<file path="config.mk">
export PLATFORM = sky130hd
export DESIGN_NAME = sample_framer
export DESIGN_NICKNAME = d
export VERILOG_FILES = /design/src/rtl/viz_pkg.sv /design/src/rtl/sample_framer_window_mult.sv /design/src/rtl/sample_framer.sv
export SDC_FILE = /design/constraint.sdc
export NUM_CORES = 1
export LEC_CHECK = 0
export CAP_MARGIN = 20
export CORE_ASPECT_RATIO = 0.7
export CORE_MARGIN = 8
export CORE_UTILIZATION = 46
export CTS_BUF_LIST = sky130_fd_sc_hd__clkbuf_8
export DETAILED_ROUTE_END_ITERATION = 8
export GPL_TIMING_DRIVEN = 0
export PLACE_DENSITY = 0.91
export SYNTH_ARGS = -nofsm -noshare
export SYNTH_HDL_FRONTEND = slang
export SYNTH_SLANG_ARGS = --single-unit
</file>
<file path="constraint.sdc">
create_clock -name clk -period 6.9 [get_ports clk]
set_input_delay 0.69 -clock clk [delete_from_list [all_inputs] [get_ports clk]]
set_output_delay 0.69 -clock clk [all_outputs]
set_load 0.02 [all_outputs]
</file>
<file path="src/rtl/viz_pkg.sv">
// Shared constants and types for the sample framer: frame geometry,
// the Hann window ROM and the framer state encoding.
package viz_pkg;

  localparam int FRAME_LEN = 16;
  localparam int SAMPLE_W  = 10;
  localparam int COEF_W    = 9;
  localparam int OUT_W     = 16;

  typedef enum logic [1:0] {
    IDLE   = 2'd0,
    LOAD   = 2'd1,
    STREAM = 2'd2
  } state_e;

  // 16-point Hann window, Q8 unsigned (256 = unity)
  localparam logic [COEF_W-1:0] WIN_ROM [FRAME_LEN] = '{
    9'd0,   9'd11,  9'd42,  9'd88,  9'd141, 9'd192, 9'd232, 9'd253,
    9'd253, 9'd232, 9'd192, 9'd141, 9'd88,  9'd42,  9'd11,  9'd0
  };

  // Coefficient for a frame position; unity gain when windowing is off
  function automatic logic [COEF_W-1:0] win_coef(input logic [3:0] idx, input bit en);
    return en ? WIN_ROM[idx] : 9'd256;
  endfunction

endpackage

</file>
<file path="src/rtl/sample_framer_window_mult.sv">
// Combinational window multiply: signed sample times unsigned Q8
// coefficient, floor shift by 8, sign-extended to the output width.
module window_mult
  import viz_pkg::*;
(
  input  logic signed [SAMPLE_W-1:0] i_sample,
  input  logic        [COEF_W-1:0]   i_coef,
  output logic signed [OUT_W-1:0]    o_data
);

  // One guard bit above the 19-bit product so the unsigned coefficient
  // can be widened to a non-negative signed operand.
  localparam int PROD_W = SAMPLE_W + COEF_W + 1;

  logic signed [COEF_W:0]   w_coef_s;
  logic signed [PROD_W-1:0] w_prod;

  // Arithmetic shift floors toward minus infinity; the result fits in
  // 12 bits, so narrowing to 16 preserves the sign extension.
  function automatic logic signed [OUT_W-1:0] floor_shift(input logic signed [PROD_W-1:0] p);
    return OUT_W'(p >>> 8);
  endfunction

  assign w_coef_s = signed'({1'b0, i_coef});
  assign w_prod   = i_sample * w_coef_s;
  assign o_data   = floor_shift(w_prod);

endmodule

</file>
<file path="src/rtl/sample_framer.sv">
// Sample framer: every HOP new samples (once 16 have been seen) it
// snapshots the 16-deep history, then streams the windowed frame out
// over a valid/ready handshake. Triggers arriving mid-frame are dropped
// and counted.
module sample_framer
  import viz_pkg::*;
#(
  parameter int HOP    = 16,
  parameter int WIN_EN = 1
) (
  input  logic        clk,
  input  logic        reset,
  input  logic        new_t,
  input  logic [15:0] t0,
  input  logic [15:0] t1,
  input  logic [15:0] t2,
  input  logic [15:0] t3,
  input  logic [15:0] t4,
  input  logic [15:0] t5,
  input  logic [15:0] t6,
  input  logic [15:0] t7,
  input  logic [15:0] t8,
  input  logic [15:0] t9,
  input  logic [15:0] t10,
  input  logic [15:0] t11,
  input  logic [15:0] t12,
  input  logic [15:0] t13,
  input  logic [15:0] t14,
  input  logic [15:0] t15,
  output logic        out_valid,
  input  logic        out_ready,
  output logic [15:0] out_data,
  output logic [3:0]  out_index,
  output logic        out_last,
  output logic        overrun,
  output logic [7:0]  drop_cnt
);

  logic        [SAMPLE_W-1:0] w_hist [FRAME_LEN];
  logic signed [SAMPLE_W-1:0] r_buf  [FRAME_LEN];

  state_e                  r_state;
  logic [3:0]              r_hop;
  logic [4:0]              r_fill;
  logic                    r_valid;
  logic signed [OUT_W-1:0] r_data;
  logic [3:0]              r_index;
  logic                    r_last;
  logic                    r_overrun;
  logic [7:0]              r_drop;

  logic                    w_trig;
  logic                    w_last_hs;
  logic                    w_capture;
  logic                    w_drop;
  logic [3:0]              w_sel;
  logic [COEF_W-1:0]       w_coef;
  logic signed [OUT_W-1:0] w_win;
  logic                    w_unused;

  // Oldest sample lands in entry 0 so the frame streams oldest-first.
  assign w_hist[0]  = t15[SAMPLE_W-1:0];
  assign w_hist[1]  = t14[SAMPLE_W-1:0];
  assign w_hist[2]  = t13[SAMPLE_W-1:0];
  assign w_hist[3]  = t12[SAMPLE_W-1:0];
  assign w_hist[4]  = t11[SAMPLE_W-1:0];
  assign w_hist[5]  = t10[SAMPLE_W-1:0];
  assign w_hist[6]  = t9[SAMPLE_W-1:0];
  assign w_hist[7]  = t8[SAMPLE_W-1:0];
  assign w_hist[8]  = t7[SAMPLE_W-1:0];
  assign w_hist[9]  = t6[SAMPLE_W-1:0];
  assign w_hist[10] = t5[SAMPLE_W-1:0];
  assign w_hist[11] = t4[SAMPLE_W-1:0];
  assign w_hist[12] = t3[SAMPLE_W-1:0];
  assign w_hist[13] = t2[SAMPLE_W-1:0];
  assign w_hist[14] = t1[SAMPLE_W-1:0];
  assign w_hist[15] = t0[SAMPLE_W-1:0];

  // Upper history bits carry no sample information.
  assign w_unused = ^{t0[15:10], t1[15:10], t2[15:10], t3[15:10], t4[15:10], t5[15:10],
                      t6[15:10], t7[15:10], t8[15:10], t9[15:10], t10[15:10], t11[15:10],
                      t12[15:10], t13[15:10], t14[15:10], t15[15:10]};

  // The current pulse completes the 16th sample when fill_cnt is already 15.
  assign w_trig    = new_t && (r_hop == 4'(HOP - 1)) && (r_fill >= 5'd15);
  assign w_last_hs = r_valid && out_ready && r_last;
  assign w_capture = reset && w_trig &&
                     ((r_state == IDLE) || ((r_state == STREAM) && w_last_hs));
  assign w_drop    = reset && w_trig && !w_capture && (r_state != IDLE);

  // LOAD presents entry 0; STREAM prefetches the entry after the current one.
  assign w_sel  = (r_state == LOAD) ? 4'd0 : r_index + 4'd1;
  assign w_coef = win_coef(w_sel, WIN_EN != 0);

  window_mult u_win (
    .i_sample (r_buf[w_sel]),
    .i_coef   (w_coef),
    .o_data   (w_win)
  );

  // Hop and fill counters advance on every new sample regardless of state.
  always_ff @(posedge clk) begin
    if (!reset) begin
      r_hop  <= '0;
      r_fill <= '0;
    end else if (new_t) begin
      r_hop  <= (r_hop == 4'(HOP - 1)) ? 4'd0 : r_hop + 4'd1;
      r_fill <= (r_fill == 5'd16) ? r_fill : r_fill + 5'd1;
    end
  end

  // Frame buffer snapshot; contents only matter once a frame is accepted.
  always_ff @(posedge clk) begin
    if (w_capture) begin
      for (int i = 0; i < FRAME_LEN; i++) r_buf[i] <= w_hist[i];
    end
  end

  // Framer FSM with registered stream outputs and drop accounting.
  always_ff @(posedge clk) begin
    if (!reset) begin
      r_state   <= IDLE;
      r_valid   <= 1'b0;
      r_data    <= '0;
      r_index   <= '0;
      r_last    <= 1'b0;
      r_overrun <= 1'b0;
      r_drop    <= '0;
    end else begin
      if (w_drop) begin
        r_overrun <= 1'b1;
        if (r_drop != 8'hFF) r_drop <= r_drop + 8'd1;
      end
      case (r_state)
        IDLE: begin
          if (w_capture) r_state <= LOAD;
        end
        LOAD: begin
          r_data  <= w_win;
          r_index <= 4'd0;
          r_last  <= 1'b0;
          r_valid <= 1'b1;
          r_state <= STREAM;
        end
        STREAM: begin
          if (r_valid && out_ready) begin
            if (r_last) begin
              r_valid <= 1'b0;
              r_last  <= 1'b0;
              r_state <= w_capture ? LOAD : IDLE;
            end else begin
              r_data  <= w_win;
              r_index <= r_index + 4'd1;
              r_last  <= (r_index == 4'd14);
            end
          end
        end
        default: r_state <= IDLE;
      endcase
    end
  end

  assign out_valid = r_valid;
  assign out_data  = r_data;
  assign out_index = r_index;
  assign out_last  = r_last;
  assign overrun   = r_overrun;
  assign drop_cnt  = r_drop;

endmodule

</file>
* After elaboration in Yosys (flattened, before gate mapping)
Memories as Yosys holds them, arrays and structs flattened.
Cells that the tools add are included.
** Storage, ports and cells
- Bits in registers :: 42
- RAM bits :: 160
- ROM bits :: 144
- Output and inout port bits :: 31
- Logic and storage cells :: 73
- Memories :: 2
** Operators by class
- Add/sub/neg operators :: 4
- $mul :: 1
- Order comparisons :: 2
- Equality and inequality tests :: 10
- Muxes and demuxes :: 23
- Bitwise operators :: 2
- Reductions and logical operators :: 20
** Memories
- r_buf :: depth 16, bits a word 10, read ports 1, clocked after Yosys merged registers in 0, write ports 16, RTL line sample_framer.sv:40 : logic signed [SAMPLE_W-1:0] r_buf [FRAME_LEN];
- (name not given) :: depth 16, bits a word 9, read ports 1, clocked after Yosys merged registers in 0, write ports 0, RTL line viz_pkg.sv:24 : return en ? WIN_ROM[idx] : 9'd256;
** Operators with widths (count)
- two-way mux 16 bit :: 2
- case mux 16 bit (2 select lines) :: 1
- multiplier 10 x 10 -> 20 bit :: 1
- two-way mux 9 bit :: 2
- two-way mux 4 bit :: 4
- logical AND 1 bit :: 9
- AND reduction 3 bit :: 3
- adder 4 x 1 -> 4 bit (second input constant) :: 2
- adder 8 x 1 -> 8 bit (second input constant) :: 1
- equality test 4 bit (second input constant) :: 2
- != test 2 bit (second input constant) :: 4
- != test 8 bit (second input constant) :: 1
- case mux 4 bit (2 select lines) :: 1
- two-way mux 1 bit :: 7
- two-way mux 2 bit :: 3
- case mux 2 bit (3 select lines) :: 1
- AND reduction 2 bit :: 3
- adder 5 x 1 -> 5 bit (second input constant) :: 1
- equality test 5 bit (second input constant) :: 1
- greater-or-equal comparator 5 x 4 -> 1 bit (second input constant) :: 1
- greater-or-equal comparator 5 bit (second input constant) :: 1
- inverter 4 -> 5 bit :: 1
- case mux 1 bit (2 select lines) :: 2
- nonzero test 2 bit :: 2
- 6 further kinds :: 6

* Logic depth before layout (Yosys ltp)
Gate-level depths: netlist (run 1).
- Word-level depth :: 10
- Depth in mapped cells :: 34
- Mapped depth without buffers :: 30

* Modules after synthesis
From an unflattened synthesis (run 1), not the netlist that was laid out.
** Unflattened totals
- Cells, all modules :: 998
- Area total of the unflattened synthesis :: 11777.5 um^2
** Modules (own cells, without submodules)
- sample_framer :: instances 1, cells an instance 593, area each 8276.7 um^2, sequential area each 5645.4 um^2
- window_mult :: instances 1, cells an instance 405, area each 3500.9 um^2, sequential area each 0.0 um^2

* Worst setup path after synthesis (run 1)
No wires, ideal clock.
- Path type :: register to register
- From :: register r_index[0], in the netlist out_index[0]
- To :: register r_data[6], in the netlist out_data[6]
- Setup time :: 103 ps
- Arrival time :: 7625 ps
- Data required time :: 6797 ps
- Setup slack :: -828 ps
- Stages on the path, launching flop included :: 28
- Buffers on the path :: 6
- Path through :: dfxtp_1 > buf_4 > inv_1 > buf_2 > ha_1 > buf_1 > buf_2 > buf_2 > buf_1 > mux2_2 > o221ai_1 > a211oi_1 > nand2_1 > fa_1 > inv_1 > fa_1 > ha_1 > fa_1 > inv_1 > fa_1 > inv_1 > ha_1 > a2111oi_0 > o21ai_2 > a211o_4 > a221oi_4 > nor2_1 > a2111oi_2
** On the way
- Word-level cells in the longest chain between the ends :: 10
- Elaborated cells on any way between the ends :: 11
- Classes of those cells :: add/sub (1); mul (1); mux (6); bitwise (1); memory (2)
** RTL lines
- start: declaration :: RTL line sample_framer.sv:47 : logic [3:0] r_index;
- start signal: assignment :: RTL line sample_framer.sv:153 : r_index <= r_index + 4'd1;
- adder 4 x 1 -> 4 bit (*) :: RTL line sample_framer.sv:92 : assign w_sel = (r_state == LOAD) ? 4'd0 : r_index + 4'd1;
- two-way mux 4 bit (*) :: RTL line sample_framer.sv:92
- inverter 4 -> 5 bit (not written as such) :: RTL line viz_pkg.sv:24
- memory (16 x 9 bit)
- two-way mux 9 bit (not written as such) (2 in a row) :: RTL line viz_pkg.sv:24
- multiplier 10 x 10 -> 20 bit (*) :: RTL line sample_framer_window_mult.sv:25 : assign w_prod = i_sample * w_coef_s;
- two-way mux 16 bit :: RTL line sample_framer.sv:147 : if (r_last) begin
- two-way mux 16 bit :: RTL line sample_framer.sv:146 : if (r_valid && out_ready) begin
- case mux 16 bit (2 select lines) (*) :: RTL line sample_framer.sv:134 : case (r_state)
- end signal: assignment :: RTL line sample_framer.sv:139 : r_data <= w_win;
- end signal: assignment :: RTL line sample_framer.sv:152 : r_data <= w_win;
- end: declaration :: RTL line sample_framer.sv:46 : logic signed [OUT_W-1:0] r_data;
Every way passes the cells marked *; elsewhere a longest branch is shown, timed or not. The select of a mux whose other input is x is not followed.
A chain may end at the register's enable or synchronous reset.

* Worst setup path in the final report (run 1)
Same ends and word-level chain as after synthesis.

==> reports/qor.csv, run 1 <==
stage;metric;value;unit
global_routing;antenna_found_initial;1;
global_routing;grt_overflow;0;
layout;final_common_cell;clkdlybuf4s50_1;
hold_path;holdPathStages;2;
pwr;power.density;141;nW/um^2
detailed_routing;via_count;9274;
run;cap_violations;0;
layout;drive_gt1_frac;0.226;
clock_network;cts_tree;built;
layout;fillers;1729;
setup_path;r2r_cells;32;
layout;diodes;0;
layout;syn_to_final_growth;38.9;%
layout;finalCoreUtilization;0.646;
clock_network;clock_sinks;198;
placed_design;dpl_cell_area;13800;sq um
layout;final_cell_mix;clkdlybuf4s50_1, edfxtp_1, inv_1;
setup_path;cp-start-kind;flop;
sta;skew;0.0162;ns
sta;tightest_slew;0.632;ns
synth;yosysTopAreaCellShare;0.423;
placed_design;place.port_buffers;193;
synth;synth_flop_cell;edfxtp_1;
detailed_routing;drtIter0Drc;905;
sta;rsz0062_at_grt;true;
sta;final_max_slew_viol_count;0;
die;dieArea;30100;sq um
synth;yosysTopAreaCell;edfxtp_1;
sta;setup_ws;-0.117;ns
pwr;finalPower;2230;uW
synth;synthCells;997;
status;status;finished, violations left;
clock_network;postCtsHoldBufs;0;
sta;setup_viol;5;
synth;synth_fp_nets;1373;
die;top_level_ports;291;
die;start_util;0.465;
synth;synth_seq_cells;198;
status;failed_checks;negative setup slack;
synth;ys_seq_area_frac;0.489;
synth;syn-cell-area;11400;sq um
die;fp.dieH;148;um
clock_network;clk_latency;0.49;ns
clock_network;max-clock-path-buffers;2;
global_routing;grt_pass1_wl;51300;um
synth;synth_warnings;0;
setup_path;arrival;7.41;ns
setup_path;critical_path.endpoint_type;flop;
synth;synth.distinct_cells;69;
global_routing;grt_pass1_vias;9466;
die;fp-row-count;48;
clock_network;h-tree-depth;4;
detailed_routing;firstDrtPassIters;5;
pwr;p_leak;0.00609;uW
sta;min_period;7.02;ns
sta;hold_violations;0;
placed_design;dp_hpwl;24300;um
synth;syn_area_per_cell;11.4;sq um
setup_path;required;7.29;ns
die;core_area;24400;sq um
synth;synth_edf_count;160;
detailed_routing;drtAntennaViolNets;0;
detailed_routing;wire_per_inst;21.6;um
hold_path;hp-class;reg2reg;
setup_path;cp_slowest_cell;fa_1;
detailed_routing;viasPerCell;5.73;
detailed_routing;routed_wl;35000;um
sta;fmax;143;MHz
die;fp.dieW;204;um
setup_path;crit_top_cell;inv_2;
placed_design;gp_congestion;0.924;
synth;async_flop_share;0;
global_routing;grt.total_usage;0.219;
setup_path;worst_path_largest_cell_delay;0.57;ns
clock_network;root_buffer;clkbuf_8;
synth;synth_area_leaders;edfxtp_1, fa_1, dfxtp_1, ha_1, inv_1;
clock_network;cts_made_buffers;17;
pwr;peakVddDrop;0.000196;V
clock_network;clk_pin_slew;0.12;ns
detailed_routing;drc;0;
sta;layout_worst_path_cycle_share;1.02;
global_routing;grt_max_degree;77;
setup_path;crit_type;reg2reg;
layout;num-nets-final;1657;
sta;hold_slack;0.456;ns
sta;max-slew-margin-rel;0.578;
setup_path;cp_max_fo;6;
layout;design_area;15800;sq um
==> path summary, 6_finish.rpt <==
path / start / slack (ns) / end
setup / recovery: out_index[0]$_SDFFE_PN0P_ / -0.12 / out_data[6]$_SDFFE_PN0P_
hold reg to reg: overrun$_SDFFE_PN0P_ / 0.46 / overrun$_SDFFE_PN0P_
setup reg to reg: out_index[0]$_SDFFE_PN0P_ / -0.12 / out_data[6]$_SDFFE_PN0P_
hold / removal: overrun$_SDFFE_PN0P_ / 0.46 / overrun$_SDFFE_PN0P_
==> through the flow <==
stage / setup TNS, ns / setup slack (ns) / cells
floorplan: 0 / 0.0465 / 997
global placement: -68.85 / -1.18 / 1515
detailed placement: -14.07 / -1.43 / 1517
CTS: 0 / 0.00356 / 1571
global route: -1.87 / -0.288 / 1619
finish: -0.481 / -0.117 / 1619
==> cell usage after synthesis (26+ instances only) <==
cell      count
a21oi_1      53
dfxtp_1      38
and2_1       42
o21ai_0      30
a211oi_1     26
ha_1         48
o22ai_1      34
inv_1       124
nand2_1      80
fa_1         68
edfxtp_1    160
nor2_1       57
==> critical path: cells and delay by family (launching register included) <==
family                   cells  cell delay [ns]
AND/OR/NAND/NOR              4             0.41
adder cells (fa/ha/maj)      7             2.95
AO/OA/AOI/OAI                9             1.94
buffers and inverters       12             1.21
flip-flops                   1             0.39
==> metal layers <==
layer	part of all wire	GRT usage
met1	0.41	0.289
met2	0.47	0.352
met5	0	0
met4	0.031	0.0752
met3	0.086	0.0475
==> power breakdown <==
part           total (uW)  internal, uW  leakage, uW  switching [uW]
clock network         823           349     0.000222             474
registers            1290          1290      0.00175            3.81
logic                 113          84.9      0.00412            27.6
total                2230          1720      0.00609             505
==> layout make-up <==
class / instances / area, sq um / area share
Multi-Input combinational cell: 632 / 5890 / 0.373
Sequential cell: 198 / 5570 / 0.353
Timing Repair Buffer: 266 / 2630 / 0.167
Inverter: 124 / 479 / 0.0303
Tap cell: 325 / 407 / 0.0257
Buffer: 42 / 377 / 0.0238
Clock buffer: 18 / 248 / 0.0157
Clock inverter: 14 / 193 / 0.0122
==> registers in the layout (all words and copies together), names as in the netlist <==
register,flops
r_buf,160
out_data,12
drop_cnt,8
r_fill,5
out_index,4
r_hop,4
r_state,2
out_last,1
out_valid,1
overrun,1
==> logic make-up after synthesis <==
group,share of synthesized area
and+or+nand+nor,0.114
AOI/OAI and AO/OA,0.119
DFF,0.489
buffers and inverters,0.0579
adders and majority gates,0.173
xor gates and xnor gates,0.0221
muxes,0.0247
==> what timing repair did <==
| action | in CTS | in global routing |
|---|---|---|
| pin swaps | 22 | 78 |
| cloned | 1 | 2 |
| resized for setup | 112 | 122 |
| setup buffers | 22 | 48 |
| endpoints found under the setup margin | 12 | 12 |
Power figures use the tool's default switching activity.
==> inputs of run 2 (changes only) <==
Settings changed: ABC_AREA from default to 1, CORE_MARGIN 8 to 1.5.
==> run 2 against run 1 <==
The flow now finishes without violations. Routed wire length is 11% lower. Worst hold slack better by 0.011 ns. Flip-flop and latch count stayed put. Cell area is 6.9% lower. Worst setup slack better by 0.36 ns. Die area is 15% lower. Core utilization is 3.0 points lower. First-iteration DRC count is 13% lower. Power is 0.74% lower.
==> reports/qor.csv, run 2 <==
stage;metric;value;unit
setup_path;cp_slowest_cell;fa_1;
layout;syn_to_final_growth;30.1;%
synth;synth_flop_cell;edfxtp_1;
synth;synth.distinct_cells;44;
hold_path;hp-class;reg2reg;
synth;syn-cell-area;11300;sq um
pwr;peakVddDrop;0.000160;V
placed_design;dpl_cell_area;13800;sq um
layout;design_area;14700;sq um
setup_path;path_buf_inv;9;
layout;seq_area;5570;sq um
sta;layout_worst_path_cycle_share;0.964;
synth;async_flop_share;0;
synth;synth_seq_cells;198;
setup_path;cp-start-kind;flop;
sta;skew;0.0230;ns
placed_design;gp_congestion;0.962;
global_routing;grt_pass1_vias;9512;
sta;min_period;6.65;ns
synth;ys_seq_area_frac;0.492;
setup_path;crit_type;reg2reg;
synth;synth-simple-area-share;0.142;
layout;top_register;r_buf;
global_routing;grt_pass1_wl;48400;um
clock_network;clk_latency;0.50;ns
placed_design;place_ws;-1.47;ns
die;fp.dieW;190;um
clock_network;h-tree-depth;4;
setup_path;worst_path_largest_cell_delay;0.53;ns
die;fp.dieH;134;um
die;fp-row-count;47;
setup_path;critical_path.top_delay_family;adder cells;
clock_network;root_buffer;clkbuf_8;
global_routing;grt_overflow;0;
synth;synth_area_leaders;edfxtp_1, fa_1, dfxtp_1, inv_1, nand2_1;
synth;synthCells;1114;
global_routing;grt_max_degree;24;
synth;synth_edf_count;160;
synth;synth_top_family_by_area;adder cells;
sta;max-slew-margin-rel;0.420;
die;core_area;23900;sq um
clock_network;cts_made_buffers;17;
layout;num-nets-final;1737;
pwr;p_leak;0.00612;uW
detailed_routing;drc;0;
status;status;completed;
detailed_routing;viasPerCell;5.54;
synth;yosysTopAreaCell;edfxtp_1;
sta;final_max_slew_viol_count;0;
synth;yosysTopAreaCellShare;0.425;
setup_path;arrival;7.05;ns
pwr;power.density;150;nW/um^2
layout;diodes;0;
clock_network;postCtsHoldBufs;0;
synth;synthMuxAreaShare;0;
setup_path;cp_max_fo;10;
detailed_routing;firstDrtPassIters;5;
synth;synth_fp_nets;1490;
synth;synth_warnings;0;
global_routing;grt.total_usage;0.246;
synth;yosysMostFrequentCell;inv_1;
setup_path;crit_top_cell;fa_1;
pwr;finalPower;2210;uW
clock_network;max-clock-path-buffers;2;
detailed_routing;routed_wl;31200;um
sta;setup_ws;0.247;ns
synth;synth_common_cells;inv_1, nand2_1, edfxtp_1;
global_routing;antenna_found_initial;0;
layout;final_cell_mix;clkdlybuf4s50_1, inv_1, nand2_1;
layout;drive_gt1_frac;0.116;
detailed_routing;via_count;9381;
sta;hold_violations;0;
synth;syn_area_per_cell;10.1;sq um
setup_path;required;7.30;ns
layout;fillers;1772;
die;start_util;0.473;
die;dieArea;25500;sq um
detailed_routing;wire_per_inst;18.5;um
sta;tightest_slew;0.864;ns
sta;rsz0062_at_grt;true;
synth;synth-compound-area-share;0.0999;
placed_design;dp_hpwl;23400;um
clock_network;cts_tree;built;
layout;largest_register_ffs;160;
synth;synth_xor_area_frac;0.00697;
layout;final_common_cell;clkdlybuf4s50_1;
die;top_level_ports;291;
detailed_routing;drtAntennaViolNets;0;
run;cap_violations;0;
clock_network;clk_pin_slew;0.11;ns
sta;fmax;150;MHz
clock_network;clock_sinks;198;
synth;synthAdderAreaFrac;0.174;
placed_design;place.port_buffers;194;
sta;setup_viol;0;
detailed_routing;drtIter0Drc;784;
setup_path;critical_path.endpoint_type;flop;
layout;multi_input_area;4960;sq um
## run 2: cell types whose count changed after synthesis, moves of 25 or more
cell and change:
nand2_1 +107, and2_1 -42, a211oi_1 -25, o21ai_0 +35
inv_1 +76, o32ai_1 +25
## run 2: report_power, final
part / internal, uW / switching (uW)
registers: 1290 / 3.07
logic: 85.3 / 29.4
clock network: 290 / 515
## run 2: path summary, 6_finish.rpt
check	startpoint	end	slack, ns	cells past startpoint
hold reg to reg	overrun$_SDFFE_PN0P_	overrun$_SDFFE_PN0P_	0.47	2
hold / removal	overrun$_SDFFE_PN0P_	overrun$_SDFFE_PN0P_	0.47	2
setup reg to reg	out_index[0]$_SDFFE_PN0P_	out_data[14]$_SDFFE_PN0P_	0.25	28
setup / recovery	out_index[0]$_SDFFE_PN0P_	out_data[14]$_SDFFE_PN0P_	0.25	28
## run 2: through the flow
step           hold WS [ns]  setup TNS [ns]  cells  utilization
2_1_floorplan         0.470               0   1114            -
6_report              0.467               0   1692        0.616
3_3_place_gp          0.448         -298.20   1626        0.572
5_1_grt               0.491         -0.0359   1692        0.616
3_5_place_dp          0.451          -10.29   1637        0.578
4_1_cts               0.468               0   1678        0.604
## run 2: tightest hold or removal path: cells and delay by family (launching register included)
family,cells,cell delay [ns]
buffers and inverters,1,0.05
AOI/OAI and AO/OA,1,0.06
DFF,1,0.33
## run 2: repair_timing
item / CTS / global route
resized for setup: 57 / 47
endpoints found under the setup margin: 12 / 9
setup buffers: 9 / 14
pin swaps: 9 / 12
## run 2: per-layer routing
| metal | share of wire | wire length [um] | track usage | vias up |
|---|---|---|---|---|
| li1 | - | - | - | 4234 |
| met1 | 0.40 | 12600 | 0.313 | 4576 |
| met2 | 0.49 | 15300 | 0.419 | 516 |
| met3 | 0.084 | 2640 | 0.0581 | 55 |
| met4 | 0.023 | 713 | 0.0739 | 0 |
| met5 | 0 | 0 | 0 | - |
## run 2: final cells by class
type	instances	share of cell area
plain buffers	33	0.0189
clock buffers	17	0.0159
clock inverters	15	0.0140
inverters	212	0.0549
multi-input cells	671	0.337
flip-flops and latches	198	0.379
well taps	318	0.0270
repair buffers	228	0.153
## run 2: logic make-up after synthesis
group	count (synthesis)
adders and majority gates	116
DFF	198
AOI/OAI and AO/OA	186
and+or+nand+nor	360
buffers and inverters	245
xor gates and xnor gates	9
==> inputs of run 3 (changes only) <==
Settings changed: PLACE_DENSITY 0.91 to 0.79.
==> run 3 against run 2 <==
Via count fell by 4.3%. Routed wire length fell by 6.9%. Worst setup slack improved by 0.00056 ns. Flip-flop and latch count did not move. Final cell count rose by 0.24%. Worst hold slack got worse by 0.014 ns. Count of clock-buffer cells in the layout did not move. Die area did not move. Non-clock buffer count rose by 4. First-iteration DRC count fell by 16%. Critical path type unchanged. Largest power group unchanged. Highest routed layer unchanged.
==> reports/qor.csv, run 3 (same netlist as run 2, synthesis figures left out) <==
stage;metric;value;unit
status;status;completed;
layout;final_common_cell;clkdlybuf4s50_1;
detailed_routing;drc;0;
setup_path;worst_path_largest_cell_delay;0.55;ns
layout;top_register;r_buf;
pwr;combPwrFrac;0.052;
die;core_area;23900;sq um
pwr;finalPower;2210;uW
die;fp-row-count;47;
clock_network;h-tree-depth;4;
hold_path;hp-class;reg2reg;
setup_path;arrival;7.07;ns
detailed_routing;firstDrtPassIters;5;
clock_network;cts_made_buffers;17;
pwr;sequentialPowerShare;0.585;
placed_design;place.port_buffers;194;
detailed_routing;wl_met2;13600;um
global_routing;grt_overflow;0;
sta;final_max_slew_viol_count;0;
layout;largest_register_ffs;160;
sta;fmax;150;MHz
placed_design;dp_hpwl;22400;um
die;dieArea;25500;sq um
layout;drive_gt1_frac;0.124;
placed_design;gp_congestion;0.925;
layout;finalNonFillerCells;1696;
placed_design;dpl.cell_count;1637;
setup_path;crit_type;reg2reg;
die;fp.dieW;190;um
setup_path;cp_max_fo;10;
global_routing;grt_max_degree;22;
sta;setup_viol;0;
detailed_routing;via_count;8975;
sta;min_period;6.65;ns
setup_path;cp-start-kind;flop;
clock_network;clk_pin_slew;0.12;ns
pwr;clkPwrFrac;0.363;
die;start_util;0.473;
pwr;peakVddDrop;0.000126;V
layout;diodes;0;
global_routing;grt_pass1_wl;44700;um
layout;syn_to_final_growth;30.6;%
pwr;power.density;150;nW/um^2
layout;design_area;14800;sq um
pwr;power_switching;517;uW
sta;hold_violations;0;
pwr;p_sw_frac;0.234;
detailed_routing;drtIter0Drc;657;
sta;hold_slack;0.453;ns
global_routing;grt.total_usage;0.230;
sta;tightest_slew;0.957;ns
layout;fillers;1879;
detailed_routing;wl_met1;12700;um
pwr;p_leak;0.00616;uW
detailed_routing;drtAntennaViolNets;0;
die;fp.dieH;134;um
sta;max-slew-margin-rel;0.357;
die;top_level_ports;291;
placed_design;dpl_cell_area;13800;sq um
clock_network;cts_tree;built;
setup_path;required;7.31;ns
setup_path;cp_slowest_cell;fa_2;
sta;layout_worst_path_cycle_share;0.964;
detailed_routing;top_layer;met4;
sta;skew;0.0236;ns
run;cap_violations;0;
clock_network;root_buffer;clkbuf_8;
clock_network;clock_sinks;198;
global_routing;grt_pass1_vias;8665;
layout;final_cell_mix;clkdlybuf4s50_1, inv_1, nand2_1;
clock_network;max-clock-path-buffers;2;
detailed_routing;met3_length;2370;um
setup_path;critical_path.endpoint_type;flop;
detailed_routing;routed_wl;29100;um
pwr;p_int;1690;uW
global_routing;antenna_found_initial;0;
layout;num-nets-final;1741;
clock_network;clk_latency;0.50;ns
detailed_routing;wire_per_inst;17.1;um
detailed_routing;viasPerCell;5.29;
-- run 3: cell count changes in the layout (fill, tap and decap cells not counted), sizes merged --
cell and change:
buf +4, bufinv +1, clkinv +1, clkinvlp -1, inv -1
-- run 3: critical path: cells and delay by family, from the launching register on --
kind / cells / cell delay [ns]
flops: 1 / 0.43
compound gates: 5 / 1.06
buf+inv: 10 / 0.96
fa+ha+maj: 7 / 3.14
simple gates: 9 / 0.98
-- run 3: repair_timing --
action / CTS / global route
hold buffers: 0 / 0
buffers inserted: 5 / 22
pin swaps: 5 / 21
gates resized for setup: 45 / 75
hold endpoints to repair: 0 / 0
endpoints found under the setup margin: 12 / 11
-- run 3: final cells by class --
class / count / area (sq um) / share of cell area
tap: 318 / 398 / 0.0270
inverter: 212 / 808 / 0.0548
sequential: 198 / 5570 / 0.377
multi-input combinational: 671 / 4970 / 0.337
clock buffer: 17 / 234 / 0.0159
buffer: 33 / 283 / 0.0192
timing repair buffer: 232 / 2290 / 0.155
clock inverter: 15 / 205 / 0.0139
-- run 3: final timing paths --
check / slack (ns) / end / cells after the start / from
worst min-delay path: 0.45 / overrun$_SDFFE_PN0P_ / 2 / overrun$_SDFFE_PN0P_
worst max-delay path: 0.25 / out_data[10]$_SDFFE_PN0P_ / 31 / out_index[0]$_SDFFE_PN0P_
worst min register to register: 0.45 / overrun$_SDFFE_PN0P_ / 2 / overrun$_SDFFE_PN0P_
worst max register to register: 0.25 / out_data[10]$_SDFFE_PN0P_ / 31 / out_index[0]$_SDFFE_PN0P_
-- run 3: power groups by stage --
| stage | Combinational, uW | Sequential, uW | Clock [uW] |
|---|---|---|---|
| finish | 115 | 1290 | 800 |
| global route | 122 | 1290 | 854 |
| global placement | 113 | 1320 | 0 |
| detailed placement | 115 | 1320 | 0 |
| floorplan | 12.6 | 1320 | 0 |
| CTS | 115 | 1290 | 808 |
-- run 3: per-stage QoR --
| stage | util | setup TNS [ns] | setup slack, ns |
|---|---|---|---|
| 2_1_floorplan | - | 0 | 0.0341 |
| 3_3_place_gp | 0.572 | -321.46 | -1.97 |
| 3_5_place_dp | 0.578 | -9.61 | -1.35 |
| 4_1_cts | 0.602 | 0 | 0.000549 |
| 5_1_grt | 0.618 | -0.0171 | -0.0171 |
| 6_report | 0.618 | 0 | 0.248 |
-- run 3: metal layers --
layer  global-route usage  vias up
met4               0.0577        0
met3               0.0523       34
li1                     -     4238
met2                0.370      404
met5                    0        -
met1                0.316     4299
